File: config.mk
export PLATFORM = sky130hd
export DESIGN_NAME = spi_count_receiver
export DESIGN_NICKNAME = d
export VERILOG_FILES = /design/src/rtl/counter_pkg.sv /design/src/rtl/sync_edge_det.sv /design/src/rtl/spi_count_receiver.sv
export SDC_FILE = /design/constraint.sdc
export NUM_CORES = 1
export LEC_CHECK = 0
export BUFFER_PORTS_ARGS = -buffer_cell sky130_fd_sc_hd__buf_2
export CORE_ASPECT_RATIO = 2
export CORE_MARGIN = 1.5
export CORE_UTILIZATION = 59
export DETAILED_ROUTE_END_ITERATION = 6
export PLACE_DENSITY = 0.78
export SLEW_MARGIN = 20
export SYNTH_ARGS = -nofsm -noshare
export SYNTH_HDL_FRONTEND = slang
export SYNTH_SLANG_ARGS = --single-unit
export TNS_END_PERCENT = 30
File: constraint.sdc
create_clock -name clk -period 1.84 [get_ports clk]
set_input_delay 0.092 -clock clk [delete_from_list [all_inputs] [get_ports clk]]
set_output_delay 0.092 -clock clk [all_outputs]
set_load 0.1 [all_outputs]
File: src/rtl/counter_pkg.sv
// Shared types and defaults for the count receiver, the counter and the SPI master.
// The frame is two reserved bits followed by a COUNT_W-bit count, MSB first.
package counter_pkg;

    typedef enum logic [1:0] {
        IDLE  = 2'd0,
        SHIFT = 2'd1,
        CHECK = 2'd2
    } state_t;

    localparam int COUNT_W            = 14;
    localparam int FRAME_W            = COUNT_W + 2;
    localparam int DEFAULT_FRAME_BITS = 16;
    localparam int DEFAULT_MAX_COUNT  = 10000;

endpackage

File: src/rtl/sync_edge_det.sv
// Two-flop synchronizer for an asynchronous input, plus one-cycle rise/fall
// pulses derived from the synchronized value and its previous sample.
module sync_edge_det #(
    parameter logic RST_VAL = 1'b0
) (
    input  logic clk,
    input  logic rst,
    input  logic d,
    output logic q,
    output logic rise,
    output logic fall
);

    logic sync_p0;
    logic sync_p1;
    logic prev_p2;

    always_ff @(posedge clk) begin
        if (rst) begin
            sync_p0 <= RST_VAL;
            sync_p1 <= RST_VAL;
            prev_p2 <= RST_VAL;
        end else begin
            sync_p0 <= d;
            sync_p1 <= sync_p0;
            prev_p2 <= sync_p1;
        end
    end

    assign q    = sync_p1;
    assign rise = sync_p1 & ~prev_p2;
    assign fall = ~sync_p1 & prev_p2;

endmodule

File: src/rtl/spi_count_receiver.sv
// SPI mode-0 slave that receives a framed count value, validates it, and
// returns the last accepted frame on miso during the following transfer.
module spi_count_receiver
    import counter_pkg::*;
#(
    parameter int MAX_COUNT  = DEFAULT_MAX_COUNT,
    parameter int FRAME_BITS = DEFAULT_FRAME_BITS
) (
    input  logic               clk,
    input  logic               rst,
    input  logic               sclk,
    input  logic               mosi,
    input  logic               cs_n,
    output logic               miso,
    output logic [COUNT_W-1:0] count_data,
    output logic               data_valid,
    output logic               frame_err
);

    localparam int CNT_W = $clog2(FRAME_BITS + 2);
    localparam logic [CNT_W-1:0] CNT_FULL = CNT_W'(FRAME_BITS);
    localparam logic [CNT_W-1:0] CNT_SAT  = CNT_W'(FRAME_BITS + 1);

    state_t state_q;
    state_t state_d;

    logic sclk_q, sclk_rise, sclk_fall;
    logic cs_q, cs_rise, cs_fall;
    logic mosi_p0, mosi_p1;

    logic [1:0]         settle_cnt;
    logic               cs_armed;
    logic [CNT_W-1:0]   bit_cnt;
    logic [FRAME_W-1:0] rx_sr;
    logic [FRAME_W-1:0] miso_sr;

    logic start;
    logic accept;

    sync_edge_det #(.RST_VAL(1'b0)) u_sclk_sync (
        .clk  (clk),
        .rst  (rst),
        .d    (sclk),
        .q    (sclk_q),
        .rise (sclk_rise),
        .fall (sclk_fall)
    );

    sync_edge_det #(.RST_VAL(1'b1)) u_cs_sync (
        .clk  (clk),
        .rst  (rst),
        .d    (cs_n),
        .q    (cs_q),
        .rise (cs_rise),
        .fall (cs_fall)
    );

    // mosi has the same depth as the sclk chain, so mosi_p1 lines up with sclk_rise
    always_ff @(posedge clk) begin
        if (rst) begin
            mosi_p0 <= 1'b0;
            mosi_p1 <= 1'b0;
        end else begin
            mosi_p0 <= mosi;
            mosi_p1 <= mosi_p0;
        end
    end

    // A cs_n that is already low when reset releases must not open a frame:
    // only arm once the refilled synchronizer has actually shown cs_n high.
    assign start  = cs_fall & cs_armed;
    assign accept = (bit_cnt == CNT_FULL) &&
                    (rx_sr[FRAME_W-1:COUNT_W] == 2'b00) &&
                    (32'(rx_sr[COUNT_W-1:0]) < MAX_COUNT);

    always_ff @(posedge clk) begin
        if (rst) begin
            state_q <= IDLE;
        end else begin
            state_q <= state_d;
        end
    end

    always_comb begin
        state_d = state_q;
        case (state_q)
            IDLE:    if (start) state_d = SHIFT;
            SHIFT:   if (cs_rise) state_d = CHECK;
            CHECK:   state_d = IDLE;
            default: state_d = IDLE;
        endcase
    end

    always_ff @(posedge clk) begin
        if (rst) begin
            settle_cnt <= 2'd0;
            cs_armed   <= 1'b0;
            bit_cnt    <= '0;
            rx_sr      <= '0;
            miso_sr    <= '0;
            count_data <= '0;
            data_valid <= 1'b0;
            frame_err  <= 1'b0;
        end else begin
            data_valid <= 1'b0;
            frame_err  <= 1'b0;
            if (settle_cnt != 2'd2) settle_cnt <= settle_cnt + 2'd1;
            if (settle_cnt == 2'd2 && cs_q) cs_armed <= 1'b1;

            case (state_q)
                IDLE: begin
                    if (start) begin
                        bit_cnt <= '0;
                        rx_sr   <= '0;
                        miso_sr <= {2'b00, count_data};
                    end
                end
                SHIFT: begin
                    // an sclk rise landing with the cs_n rise belongs to no frame
                    if (!cs_rise) begin
                        if (sclk_rise) begin
                            rx_sr <= {rx_sr[FRAME_W-2:0], mosi_p1};
                            if (bit_cnt != CNT_SAT) bit_cnt <= bit_cnt + 1'b1;
                        end
                        if (sclk_fall) miso_sr <= {miso_sr[FRAME_W-2:0], 1'b0};
                    end
                end
                CHECK: begin
                    if (accept) begin
                        count_data <= rx_sr[COUNT_W-1:0];
                        data_valid <= 1'b1;
                    end else begin
                        frame_err <= 1'b1;
                    end
                end
                default: ;
            endcase
        end
    end

    assign miso = ~cs_q & miso_sr[FRAME_W-1];

endmodule

Yosys cells after proc, flatten, opt, wreduce, memory -nomap -nowiden
Index checks and enable logic that the tools add are counted.
{ "classes": {"add_sub_neg": 2, "magnitude_cmp": 1, "eq_ne": 12, "mux": 18, "bitwise_logic": 11, "n_reduce_logical": 12} }
{ "op_table": {"columns": ["op", "n"], "rows": [
  ["$mux 16", 6],
  ["$pmux 16 s2", 2],
  ["$mux 5", 4],
  ["$lt 14x14->1 const B", 1],
  ["$ne 2x2->1 const B", 7],
  ["$pmux 5 s2", 1],
  ["$reduce_and 4->1", 2],
  ["$and 1x1->1", 6],
  ["$add 5x1->5 const B", 1],
  ["$eq 5x5->1 const B", 1],
  ["$ne 5x5->1 const B", 1],
  ["$not 1->1", 5],
  ["$reduce_and 5->1", 1],
  ["$eq 2x2->1 const B", 2],
  ["$logic_not 2->1", 2],
  ["$mux 2", 2],
  ["$pmux 2 s2", 1],
  ["$reduce_and 2->1", 2],
  ["$logic_and 1x1->1", 3],
  ["$add 2x1->2 const B", 1],
  ["$eq 2x1->1 const B", 1],
  ["$mux 1", 2],
  ["$reduce_bool 2->1", 1],
  ["$reduce_or 2->1", 1]
]} }
{ "totals": {"regBits": 66} }

Logic depth before layout (Yosys ltp)
{ "depth": {"ltp_word": 5, "ltp_mapped": 7, "ltp_nobuf": 6} }

Hierarchy
From an unflattened synthesis, not the netlist that was laid out.
{ "unflattened": {"hier_cells": 286, "area_unflattened_um2": 2668.8} }
{ "by_module_without_submodules": {"columns": ["mod", "instances", "cells_each", "area_per_inst_um2", "seq_area_each_um2"], "rows": [
  ["spi_count_receiver", 1, 270, 2484.9, 1201.2],
  ["sync_edge_det at u_cs_sync", 1, 8, 92.6, 60.1],
  ["sync_edge_det at u_sclk_sync", 1, 8, 91.3, 60.1]
]} }

Worst setup path before layout
Ideal clock, no wire load.
{ "synth_timing": {"kind": "register -> output", "from": "register u_cs_sync.sync_p1, in the netlist u_cs_sync.q", "to": "output miso", "arrival_ps": 1671, "slack_ps": 77, "stages_incl_launch_ff": 2, "path_buffers": 0, "cell_sequence": "dfxtp_1 > nor2b_1"} }
{ "synth_between": {"elab_chain_len": 2} }
{ "synth_lines": {"columns": ["element", "line", "rtl"], "rows": [
  ["start, declared", "sync_edge_det.sv:15", "logic sync_p1;"],
  ["start signal, assigned", "sync_edge_det.sv:25", "sync_p1 <= sync_p0;"],
  ["$not 1->1", "spi_count_receiver.sv:141", "assign miso = ~cs_q & miso_sr[FRAME_W-1];"],
  ["$and 1x1->1", "spi_count_receiver.sv:141", null],
  ["end, declared", "spi_count_receiver.sv:14", "output logic miso,"]
]} }
No other way between the ends.

Worst setup path in the final report
{ "layout_timing": {"from": "register bit_cnt[0]", "to": "register bit_cnt[0]"} }
{ "layout_between": {"elab_chain_len": 5, "word_cells_on_any_way": 8, "classes_between": "add/sub: 1; eq/ne: 2; mux: 4; reduce/logical: 1"} }
{ "layout_lines": {"columns": ["element", "line", "rtl"], "rows": [
  ["start, declared", "spi_count_receiver.sv:33", "logic [CNT_W-1:0] bit_cnt;"],
  ["start signal, assigned", "spi_count_receiver.sv:123", "if (bit_cnt != CNT_SAT) bit_cnt <= bit_cnt + 1'b1;"],
  ["$add 5x1->5", "spi_count_receiver.sv:123", null],
  ["$mux 5", "spi_count_receiver.sv:123", null],
  ["$mux 5", "spi_count_receiver.sv:121", "if (sclk_rise) begin"],
  ["$mux 5", "spi_count_receiver.sv:120", "if (!cs_rise) begin"],
  ["$pmux 5 s2", "spi_count_receiver.sv:110", "case (state_q)"]
]} }
Several ways; a longest one is shown, not always the timed one. The select of a mux whose other input is x is not followed.
A chain may end at the register's enable or synchronous reset.

==> metrics.yaml <==
post-route-period-util_pct: 95.3
grt_pass1_wl_mm: 10.3
yosys.cell_count.top_type: "dfxtp_1"
cts_buffers: 9
dieHeight_um: 102
synth_common_cells: "dfxtp_1 (66), a21oi_1 (36), nand2_1 (31), nand2b_1 (26), nand4_1 (21)"
postLayoutCellArea_um2: 3420
grt_antenna_before_repair: 0
grt_usage_pct: 26.4
final_core_util_pct: 73.7
n_antenna_cell: 0
critical_path_required_ns: 2.11
synth_edf_count: 0
fin_crit_ns: 1.75
h-tree-depth: 3
ys_ff_latch: 66
syn_area_um2: 2860
yosys_warnings: 0
fin_nets: 362
antenna_left: 0
synth_top_area_share_pct: 46.2
yosysTopAreaCell: "dfxtp_1"
wl_per_cell_um: 15.4
drive_gt1_share_pct: 19.3
worst_pin_slew_ns: 0.546
ys.flop_type: "dfxtp_1"
path_max_fanout: 7
start_kind: "flip-flop"
grt_max_degree: 32
vias_per_cell: 5.92
die_w_um: 52.3
crit_family: "simple AND/OR/NAND/NOR gates"
skew_ns: 0.00765
cap_violations: 0
post_cts_buffers: 0
setup_viol: 0
crit_arrival_ns: 2.02
ir_worst_vdd_uv: 1140
portBuffers: 21
dieArea_um2: 5300
clockBufferDepth: 2
synth_nets: 330
root_buffer: "clkbuf_8"
p_leak_nw: 1.28
totalWireLength_mm: 6.35
fmax_ghz: 0.570
core_area_um2: 4640
cts_tree: "built"
ios: 22
firstDrtPassIters: 4
ys_top_cells_by_area: "dfxtp_1 (46%), a21oi_1 (6.3%), nand2b_1 (5.7%)"
rows: 35
routabilityCongestion: 0.789
syn_inst: 321
hold_viol: 0
cp-end-kind: "flip-flop"
synth_cell_types: 43
seq_area_frac_synth_pct: 46.2
num_vias: 2445
drc_errors: 0
worstPathCellList: "ha_1 -> and2_1 -> a32o_2 -> or4b_1 -> o21ai_0"
syn_area_per_cell_um2: 8.92
clock-sinks: 66
slew_violations: 0
dpl_cell_area_um2: 3090
hold_path_class: "primary input to flip-flop"
area_delta_synth_final_pct: 19.5
path_buf_inv: 0
path_class: "flip-flop to flip-flop"
max_stage_delay_ns: 0.53
rsz0062_at_grt: "false"
synthArstFlopShare_pct: 0
multi_input_area_um2: 1400
start_util_pct: 61.7
grt_overflow: 0
initialDrtViolationCount: 65
clock_latency_ns: 0.35
first_global_vias: 2362
clk_pin_slew_ns: 0.07
nFillCells: 352
dpl.hpwl_mm: 4.31
maxSlewHeadroom_pct: 63.6
status: "finished clean"
total_power_w: 0.00347
seqCellArea_um2: 1320
p_per_area_nw_per_um2: 1010
worst_path_max_delay_cell: "or4b_1"
[final timing paths]
path                                 from                  endpoint  slack [ns]  depth (start not counted)
max               bit_cnt[0]$_SDFFE_PP0P_   bit_cnt[0]$_SDFFE_PP0P_        0.09                          5
min                                   rst  miso_sr[15]$_SDFFE_PP0P_        0.15                          2
max reg2reg       bit_cnt[0]$_SDFFE_PP0P_   bit_cnt[0]$_SDFFE_PP0P_        0.09                          5
min reg2reg  u_cs_sync.sync_p0$_SDFF_PP1_    u_cs_sync.q$_SDFF_PP1_        0.42                          1
[cell type report]
cell class                      count  area share [%]
Clock buffer                       12            4.83
Timing Repair Buffer               45            9.29
Inverter                            8           0.878
Tap cell                           55            2.01
Clock inverter                      4            3.51
Multi-Input combinational cell    223            40.9
Sequential cell                    66            38.6
[placed cells by master (no fill, tap or decap), types with 13 or more instances in the layout]
master / synthesis / routed
nand2_1: 31 / 31
nand2b_1: 26 / 26
buf_2: 6 / 21
dfxtp_1: 66 / 66
mux2i_1: 14 / 14
o21ai_0: 20 / 20
nand4_1: 21 / 21
a21oi_1: 36 / 35
a311oi_1: 13 / 13
buf_4: 1 / 19
[registers in the layout, indices dropped and copies added (netlist names), 2 cells and up]
| name | cells |
|---|---|
| bit_cnt | 5 |
| state_q | 2 |
| count_data | 14 |
| miso_sr | 16 |
| settle_cnt | 2 |
| rx_sr | 16 |
[stage by stage]
| step | setup WS, ns | std cells | hold slack, ns | setup TNS [ns] |
|---|---|---|---|---|
| detailed placement | -0.00932 | 394 | 0.279 | -0.00932 |
| CTS | 0.0696 | 413 | 0.140 | 0 |
| finish | 0.0858 | 413 | 0.148 | 0 |
| global route | 0.0106 | 413 | 0.160 | 0 |
| floorplan | 0.0773 | 321 | 0.196 | 0 |
| global placement | 0.0900 | 394 | 0.275 | 0 |
[report_power, final]
group | total (W) | switching (W) | internal (W) | leakage (nW)
Combinational | 0.000259 | 0.000147 | 0.000112 | 0.599
Sequential | 0.00152 | 0.0000341 | 0.00149 | 0.534
Clock | 0.00169 | 0.000539 | 0.00115 | 0.143
[cells by family after synthesis]
logic type / count (synthesis) / synth area share [%]
buf+inv: 32 / 5.42
fa+ha+maj: 4 / 1.75
simple gates: 121 / 23.7
xor+xnor: 1 / 0.306
flops: 66 / 46.2
compound gates: 83 / 17.7
mux: 14 / 4.89
[per-layer routing]
layer / up-vias / global-route usage, % / wire length, um
met2: 40 / 48.1 / 3470
met5: - / 0 / 0
met4: 0 / 14.6 / 172
li1: 1213 / - / -
met1: 1177 / 26.0 / 2530
met3: 15 / 6.64 / 177
[what timing repair did]
item / in CTS / in global routing
endpoints found under the hold margin: 3 / 0
setup endpoints to repair: 10 / 3
gates resized for setup: 1 / 2
hold buffers: 3 / 0
Power figures use the tool's default switching activity.
